**src/rtl/axis_cic_pkg.sv**
```systemverilog
// ============================================================================
// Module : axis_cic_pkg
// Brief  : Shared CIC definitions (width function, bit mapping, sample type).
// Rev    : 1.0 - initial release
// ============================================================================
`default_nettype none

package axis_cic_pkg;

  // Register growth is N*log2(R*M) with M=1, plus 2 bits for the +/-1 input.
  function automatic int cic_iw(input int r, input int n);
    return 2 + n * $clog2(r);
  endfunction

  typedef logic signed [1:0] cic_bit_sample_t;

  localparam cic_bit_sample_t c_cic_bit_one  = 2'sb01;
  localparam cic_bit_sample_t c_cic_bit_zero = 2'sb11;

endpackage

`default_nettype wire

```
**src/rtl/cic_decim_comb_stage.sv**
```systemverilog
// ============================================================================
// Module : cic_decim_comb_stage
// Brief  : One CIC comb section, y = x - x_prev, advancing only when enabled.
// Rev    : 1.0 - initial release
// ============================================================================
`default_nettype none

module cic_decim_comb_stage #(
  parameter int IW = 16
) (
  input  logic                 clk,
  input  logic                 rst,
  input  logic                 i_en,
  input  logic signed [IW-1:0] i_x,
  output logic signed [IW-1:0] o_y
);

  logic signed [IW-1:0] dly_d, dly_q;
  logic signed [IW-1:0] y_d, y_q;

  // The difference is registered so each stage adds one pipeline step.
  always_comb begin
    dly_d = dly_q;
    y_d   = y_q;
    if (i_en) begin
      dly_d = i_x;
      y_d   = i_x - dly_q;
    end
  end

  always_ff @(posedge clk or posedge rst) begin
    if (rst) begin
      dly_q <= '0;
      y_q   <= '0;
    end else begin
      dly_q <= dly_d;
      y_q   <= y_d;
    end
  end

  assign o_y = y_q;

endmodule

`default_nettype wire

```
**src/rtl/axis_cic_decimator.sv**
```systemverilog
// ============================================================================
// Module : axis_cic_decimator
// Brief  : AXI-Stream CIC decimator for a 1-bit DSM stream.
//          AXIS_CIC_DECIMATOR_ROUND_EN selects round-half-up with saturation.
// Rev    : 1.0 - initial release
// ============================================================================
`default_nettype none

module axis_cic_decimator
  import axis_cic_pkg::*;
#(
  parameter int R         = 100,
  parameter int N         = 2,
  parameter int OUT_WIDTH = 12
) (
  input  logic                 aclk,
  input  logic                 arst,
  input  logic                 s_axis_data_tdata,
  input  logic                 s_axis_data_tvalid,
  output logic                 s_axis_data_tready,
  output logic [OUT_WIDTH-1:0] m_axis_data_tdata,
  output logic                 m_axis_data_tvalid,
  input  logic                 m_axis_data_tready
);

  localparam int IW    = cic_iw(R, N);
  localparam int SHIFT = IW - OUT_WIDTH;
  localparam int PW    = $clog2(R);
  localparam logic [PW-1:0] c_phase_last = PW'(R - 1);

  logic                 rdy_q;
  logic [PW-1:0]        phase_d, phase_q;
  logic [N:0]           stb_d, stb_q;
  logic signed [IW-1:0] integ_d [N];
  logic signed [IW-1:0] integ_q [N];
  logic [OUT_WIDTH-1:0] tdata_d, tdata_q;
  logic                 tvalid_d, tvalid_q;

  logic                 w_accept;
  logic                 w_strobe;
  cic_bit_sample_t      w_in_bit;
  logic signed [IW-1:0] w_in_ext;
  logic signed [IW-1:0] comb_x [N+1];
  logic [OUT_WIDTH-1:0] w_reduced;

  assign s_axis_data_tready = rdy_q & ~(tvalid_q & ~m_axis_data_tready);
  assign w_accept = s_axis_data_tvalid & s_axis_data_tready;
  assign w_strobe = w_accept && (phase_q == c_phase_last);
  assign w_in_bit = s_axis_data_tdata ? c_cic_bit_one : c_cic_bit_zero;
  assign w_in_ext = {{(IW-2){w_in_bit[1]}}, w_in_bit};

  always_comb begin
    phase_d = phase_q;
    integ_d = integ_q;
    if (w_accept) begin
      phase_d    = w_strobe ? '0 : phase_q + 1'b1;
      integ_d[0] = integ_q[0] + w_in_ext;
      for (int k = 1; k < N; k++) begin
        integ_d[k] = integ_q[k] + integ_q[k-1];
      end
    end
  end

  // stb_q[k] enables comb stage k; stb_q[N] loads the output register.
  assign stb_d = {stb_q[N-1:0], w_strobe};

  assign comb_x[0] = integ_q[N-1];

  for (genvar g = 0; g < N; g++) begin : g_comb
    cic_decim_comb_stage #(
      .IW (IW)
    ) u_comb (
      .clk  (aclk),
      .rst  (arst),
      .i_en (stb_q[g]),
      .i_x  (comb_x[g]),
      .o_y  (comb_x[g+1])
    );
  end

`ifdef AXIS_CIC_DECIMATOR_ROUND_EN
  localparam logic signed [IW:0] c_half = (IW+1)'((1 << SHIFT) >> 1);
  localparam logic [OUT_WIDTH-1:0] c_out_max = {1'b0, {(OUT_WIDTH-1){1'b1}}};
  localparam logic [OUT_WIDTH-1:0] c_out_min = {1'b1, {(OUT_WIDTH-1){1'b0}}};

  logic signed [IW:0]        w_rnd_sum;
  logic signed [OUT_WIDTH:0] w_rnd_shift;
  logic [IW:0]               w_unused_bits;

  assign w_rnd_sum     = {comb_x[N][IW-1], comb_x[N]} + c_half;
  assign w_rnd_shift   = w_rnd_sum[IW:SHIFT];
  assign w_unused_bits = w_rnd_sum;

  // One guard bit above the output range detects overflow from the +half.
  always_comb begin
    w_reduced = w_rnd_shift[OUT_WIDTH-1:0];
    if (w_rnd_shift[OUT_WIDTH] != w_rnd_shift[OUT_WIDTH-1]) begin
      w_reduced = w_rnd_shift[OUT_WIDTH] ? c_out_min : c_out_max;
    end
  end
`else
  logic [IW-1:0] w_unused_bits;

  assign w_reduced     = comb_x[N][IW-1:SHIFT];
  assign w_unused_bits = comb_x[N];
`endif

  // A sample completing on the handshake edge replaces the one leaving.
  always_comb begin
    tdata_d  = tdata_q;
    tvalid_d = tvalid_q;
    if (tvalid_q && m_axis_data_tready) begin
      tvalid_d = 1'b0;
    end
    if (stb_q[N]) begin
      tvalid_d = 1'b1;
      tdata_d  = w_reduced;
    end
  end

  always_ff @(posedge aclk or posedge arst) begin
    if (arst) begin
      rdy_q    <= 1'b0;
      phase_q  <= '0;
      stb_q    <= '0;
      tdata_q  <= '0;
      tvalid_q <= 1'b0;
      for (int k = 0; k < N; k++) begin
        integ_q[k] <= '0;
      end
    end else begin
      rdy_q    <= 1'b1;
      phase_q  <= phase_d;
      stb_q    <= stb_d;
      tdata_q  <= tdata_d;
      tvalid_q <= tvalid_d;
      for (int k = 0; k < N; k++) begin
        integ_q[k] <= integ_d[k];
      end
    end
  end

  assign m_axis_data_tdata  = tdata_q;
  assign m_axis_data_tvalid = tvalid_q;

endmodule

`default_nettype wire

```
**config.mk**
```make
export PLATFORM = sky130hd
export DESIGN_NAME = axis_cic_decimator
export DESIGN_NICKNAME = d
export VERILOG_FILES = /design/src/rtl/axis_cic_pkg.sv /design/src/rtl/cic_decim_comb_stage.sv /design/src/rtl/axis_cic_decimator.sv
export SDC_FILE = /design/constraint.sdc
export NUM_CORES = 1
export LEC_CHECK = 0
export CAP_MARGIN = 0
export CORE_ASPECT_RATIO = 1.5
export CORE_MARGIN = 2
export CORE_UTILIZATION = 30
export CTS_BUF_LIST = sky130_fd_sc_hd__clkbuf_16
export CTS_CLUSTER_SIZE = 16
export DETAILED_ROUTE_END_ITERATION = 10
export GPL_TIMING_DRIVEN = 0
export PLACE_DENSITY = 0.49
export SLEW_MARGIN = 40
export SYNTH_ARGS = -nofsm -noshare
export SYNTH_HDL_FRONTEND = slang
export SYNTH_SLANG_ARGS = --single-unit
```
**constraint.sdc**
```tcl
create_clock -name aclk -period 4.7 [get_ports aclk]
set_input_delay 0.47 -clock aclk [delete_from_list [all_inputs] [get_ports aclk]]
set_output_delay 0.47 -clock aclk [all_outputs]
set_load 0.05 [all_outputs]
```
; ---- After elaboration in Yosys (flattened, before gate mapping)
; Index checks and enable logic that the tools add are counted.
[word_totals]
ff_bits = 120
latch_bits = 0
mem_bits_rw = 0
romBits = 0
output_inout_bits = 14
mem_count = 0
[op_classes]
add_sub_neg = 5
multipliers = 0
n_div = 0
order_cmp = 0
eq_ne = 1
n_shift = 0
muxes = 4
bitwise = 5
reduce_logical = 3
[ops]
columns = op, count
row1 = subtractor 16 bit, 2
row2 = adder 16 bit, 1
row3 = adder 16 x 2 -> 16 bit, 1
row4 = "adder 7 x 1 -> 7 bit, second input constant", 1
row5 = "equality test 7 bit, second input constant", 1
row6 = two-way mux 7 bit, 1
row7 = bitwise AND 1 bit, 3
row8 = logical AND 1 bit, 2
row9 = two-way mux 1 bit, 2
row10 = two-way mux 2 bit, 1
row11 = NOT 1 bit, 2
row12 = nonzero test 2 bit, 1

; ---- Longest topological paths before layout
[depth]
depth_word = 7
mapped_depth = 9

; ---- Hierarchy
; A second synthesis with hierarchy kept.
[unflattened]
cells_unflattened = 808
area_unflattened_um2 = 7651.1
[modules_own_cells]
columns = module, instances, cells_per_inst, area_per_inst_um2, seq_area_each_um2
row1 = cic_decim_comb_stage, 2, 198, 1966.9, 800.8
row2 = axis_cic_decimator, 1, 412, 3717.3, 1401.3

; ---- Least setup slack after synthesis
; OpenSTA, ideal clock, no wires.
[synth_timing]
path_type = input to register
start = input s_axis_data_tdata
end = register integ_q[31] (netlist name)
setup_time_ns = 0.080
arrival_time_ns = 2.302
required_time_ns = 4.620
path_slack_ns = 2.318
cell_stages = 8
path_buffers = 0
path_cell_list = inv_1 > ha_1 > a211oi_1 > nor2_1 > o21ai_0 > o31a_1 > mux2i_1 > xnor2_1
[synth_via]
elab_chain_cells = 2
[synth_lines]
columns = element, line_no
row1 = from (decl), axis_cic_decimator.sv:18  ; input logic s_axis_data_tdata,
row2 = two-way mux 2 bit, axis_cic_decimator.sv:49  ; assign w_in_bit = s_axis_data_tdata ? c_cic_bit_one : c_cic_bit_zero;
row3 = adder 16 x 2 -> 16 bit, axis_cic_decimator.sv:57  ; integ_d[0] = integ_q[0] + w_in_ext;
row4 = "to (signal, indexed assignment)", axis_cic_decimator.sv:138  ; integ_q[k] <= integ_d[k];
row5 = to (decl), axis_cic_decimator.sv:35  ; logic signed [IW-1:0] integ_q [N];
; No other way between the ends.
; A chain may end at the register's enable or synchronous reset.

; ---- Final worst setup path
; Ends and elaborated chain as after synthesis.

==> impl_results.md <==
* Final wirelength at 15,600 um
* First-pass GRT wire length at 26,600 um
* Largest net degree at the start of global routing at 61
* Post-Synthesis Cells at 742
* Die area at 24,600 um^2
* Minimum clock period after layout at 3.25 ns
* CP cell instances: clkdlybuf4s50_1 -> inv_1 -> ha_1 -> a211oi_1 -> nor2_1 -> o21ai_0 -> o31a_1 -> mux2i_1 -> xnor2_1
* Root Driver: clkbuf_16
* Post-Synth XOR/XNOR Area at 0.0549
* Fmax at 307 MHz
* Hold_buf cts at 0
* Worst hold path depth at 0
* Port bufs at 18
* # H-tree levels at 4
* Worst Hold Launch: stb_q[0]$_DFF_PP0_
* Cell variety after synth at 59
* Finish-stage setup viols at 0
* Tcrit/Tclk final at 0.692
* Mapped Nets at 809
* Reg2reg end: g_comb[0].u_comb.o_y[14]$_DFFE_PP0P_
* Row count at 68
* DRC Markers at 0
* CP Capture Type: flop
* Status: completed
* Synth async-reset ratio at 1.00
* CP max stage cell: o21ai_0
* Initial drt markers at 212
* Worst-Skew Late Latency at 0.42 ns
* Share of cells above drive strength 1 at 0.0946
* Fin. Hold Viols at 0
* R2r startpoint: comb_x[32]$_DFFE_PP0P_
* TritonCTS clock tree: yes
* Worst EP required at 5.04 ns
* Warnings from Yosys at 0
* WHS Endpoint: stb_q[1]$_DFF_PP0_
* Power Dens Cells at 564 nW/um^2
* Drt first pass iters at 4
* Initial Utilization at 0.305
* CP arrival at 3.60 ns
* HPWL Detailed at 11,900 um
* Clk buf depth at 2
* Clock Skew at 0.0133 ns
* Synth Area in Adders at 0.114
* Max Transition Viols Final at 0
* Antenna viol nets, final at 0
* Largest family of logic cells by synthesized area: compound AO/OA/AOI/OAI gates
* FF+latch count, synth at 116
* Synthesis-to-layout area growth at 16.5%
* Final Util at 0.356
* Reg2reg path depth at 9
* Mapped Area at 7020 um^2
* Initial antenna violation count at 0
* Fin Hold WS at 0.386 ns
* Die width at 129 um
* Sequential area share after synthesis at 0.414
* Post-CTS setup buffer count at 0
* Die height at 191 um
* Max IR drop VDD at 0.237 mV
* Reg-to-reg slack, setup at 1.99 ns
* Slew @ Worst Pin at 0.866 ns
* CTS resizes at 0
* Total CTS buffers at 17
* Main synth FF type: dfrtp_1
* I/O pin cnt at 19
* CP max stage delay at 0.71 ns
* Total global-route track usage at 0.137
* Antenna diodes at 0
* Vias at 5,285
* RSZ-0062 raised after global routing: no
* Reg clk slew, reported paths at 0.06 ns
* Critical Path Fanout Max at 15
* Kind of critical path: in -> reg
* Grt ovf at 0
* Final worst slack at 1.45 ns
* LEAKAGE at 3.70 nW
* DR vias/cell at 4.93
* Post-synthesis simple-gate area fraction at 0.131
* Post-Layout Cell Count at 1,073
* Drt wl/cell at 14.5 um
* Mux cell area share after synthesis at 0.0555
* Hold WC Path Type: reg -> reg
* Vias in the first global route at 5,368
* Relative slew slack at 0.417
* Clock sink count at 116
* Mean post-synth cell area at 9.45 um^2
* Final Wtd Congestion at 0.800
* Post-layout nets at 847
* Max-cap violations at 0
* Core area at 23,000 um^2
* Synth Area in Compound Gates at 0.189
* Placed cell count at 1,041
* Nature of the critical path startpoint: input port
* Post-synth EDFFs at 0
* Pre-CTS setup slack at 0.957 ns
state kept, by name (all words and copies together), names as in the netlist:
name                 cells
comb_x                  16
rdy_q                    1
m_axis_data_tdata       12
g_comb.u_comb.o_y       28
integ_q                 16
m_axis_data_tvalid       1
g_comb.u_comb.dly_q     32
phase_q                  7
stb_q                    3
Yosys cell counts (2+ instances only):
cell	n	area [um^2]
o31ai_1	7	52.6
dfrtp_1	116	2900
nand4_1	6	37.5
a41oi_1	2	17.5
buf_1	3	11.3
nor3b_1	3	22.5
xnor2_1	23	201
a221oi_1	3	26.3
fa_1	3	60.1
a21o_1	16	120
ha_1	59	738
or2_2	4	25.0
nor2b_1	8	50.1
buf_2	4	20.0
a21oi_1	38	190
a2111oi_0	2	17.5
and2_1	2	12.5
a21boi_0	2	15.0
nand3_1	14	70.1
inv_1	53	199
nand2b_1	7	43.8
o2111ai_1	4	35.0
nand2_1	91	342
o21ai_0	80	400
o221ai_1	4	35.0
o41ai_1	2	17.5
a311o_1	2	20.0
nor3_1	9	45.0
and3_1	4	25.0
nor2_1	36	135
o21bai_1	5	37.5
mux2i_1	4	40.0
o31a_1	5	43.8
or3_1	5	31.3
a211oi_1	11	82.6
o21a_1	12	90.1
a211o_1	2	17.5
xor2_1	21	184
mux2_2	31	349
clkbuf_1	15	56.3
nor4b_1	2	17.5
a31oi_1	5	31.3
critical path, delay by kind of cell:
| kind | cells | cell delay [ns] |
|---|---|---|
| AO/OA/AOI/OAI | 3 | 1.21 |
| buffers and inverters | 2 | 1.05 |
| adder cells (fa/ha/maj) | 1 | 0.34 |
| multiplexers | 1 | 0.26 |
| XOR/XNOR | 1 | 0.14 |
| AND/OR/NAND/NOR | 1 | 0.12 |
metal layers:
metal / GRT usage / up-vias / share of wire
met5: 0 / - / 0
met4: 0.0523 / 0 / 0.014
met3: 0.0241 / 15 / 0.016
met2: 0.274 / 43 / 0.57
met1: 0.137 / 2502 / 0.40
li1: - / 2725 / -
power by group:
part | internal (W) | switching (W)
clock network | 0.000825 | 0.000476
logic | 0.000855 | 0.00112
registers | 0.00116 | 0.000178
total | 0.00284 | 0.00177
cells in the final DEF, fill, tap and decap left out, types with 5 or more instances in the layout:
cell type        count
nand2b_1             7
clkdlybuf4s50_1     18
nand2_1             91
clkbuf_1            15
a21oi_1             38
or3_1                5
clkbuf_16           17
nor3_1               9
a211oi_1            11
nand3_1             14
xnor2_1             23
o21ai_0             80
xor2_1              21
mux2_2              31
nor2_1              36
o21a_1              12
dfrtp_1            116
a21o_1              16
nand4_1              6
o21bai_1             5
a31oi_1              5
inv_1               52
o31ai_1              7
o31a_1               5
nor2b_1              8
ha_1                59
kinds of logic (layout without fill, tap and decap cells):
kind of cell | Yosys count | after routing
AO/OA/AOI/OAI | 210 | 210
AND/OR/NAND/NOR | 198 | 198
flip-flops | 116 | 116
buffers and inverters | 76 | 127
adder cells (fa/ha/maj) | 62 | 62
XOR/XNOR | 44 | 44
multiplexers | 35 | 35
other | 1 | 1
final cells by class:
cell class / instances / area [um^2]
tap: 280 / 350
fill: 2383 / 14800
buffer: 22 / 87.6
clock buffer: 17 / 425
clock inverter: 15 / 165
timing repair buffer: 19 / 208
sequential: 116 / 2900
inverter: 54 / 210
multi-input combinational: 550 / 3820
worst max-delay path by stage:
| stage | startpoint | end | slack [ns] | depth (start not counted) |
|---|---|---|---|---|
| 6_report | s_axis_data_tdata | integ_q[31]$_DFFE_PP0P_ | 1.45 | 9 |
| 5_1_grt | s_axis_data_tdata | integ_q[31]$_DFFE_PP0P_ | 1.22 | 9 |
| 4_1_cts | s_axis_data_tdata | integ_q[31]$_DFFE_PP0P_ | 1.39 | 9 |
| 3_5_place_dp | s_axis_data_tdata | integ_q[31]$_DFFE_PP0P_ | 0.96 | 9 |
| 3_3_place_gp | arst | g_comb[0].u_comb.o_y[0]$_DFFE_PP0P_ | -0.74 | 2 |
| 2_1_floorplan | arst | comb_x[32]$_DFFE_PP0P_ | 1.16 | 1 |
stage by stage:
stage	instance area, um^2	power [W]	setup TNS (ns)
after floorplan	7020	0.00289	0
after global placement	7550	0.00330	-84.65
after detailed placement	7580	0.00332	0
after CTS	8170	0.00465	0
after global routing	8170	0.00499	0
final	8170	0.00461	0
Note: power is estimated with default switching activity, not from simulation.
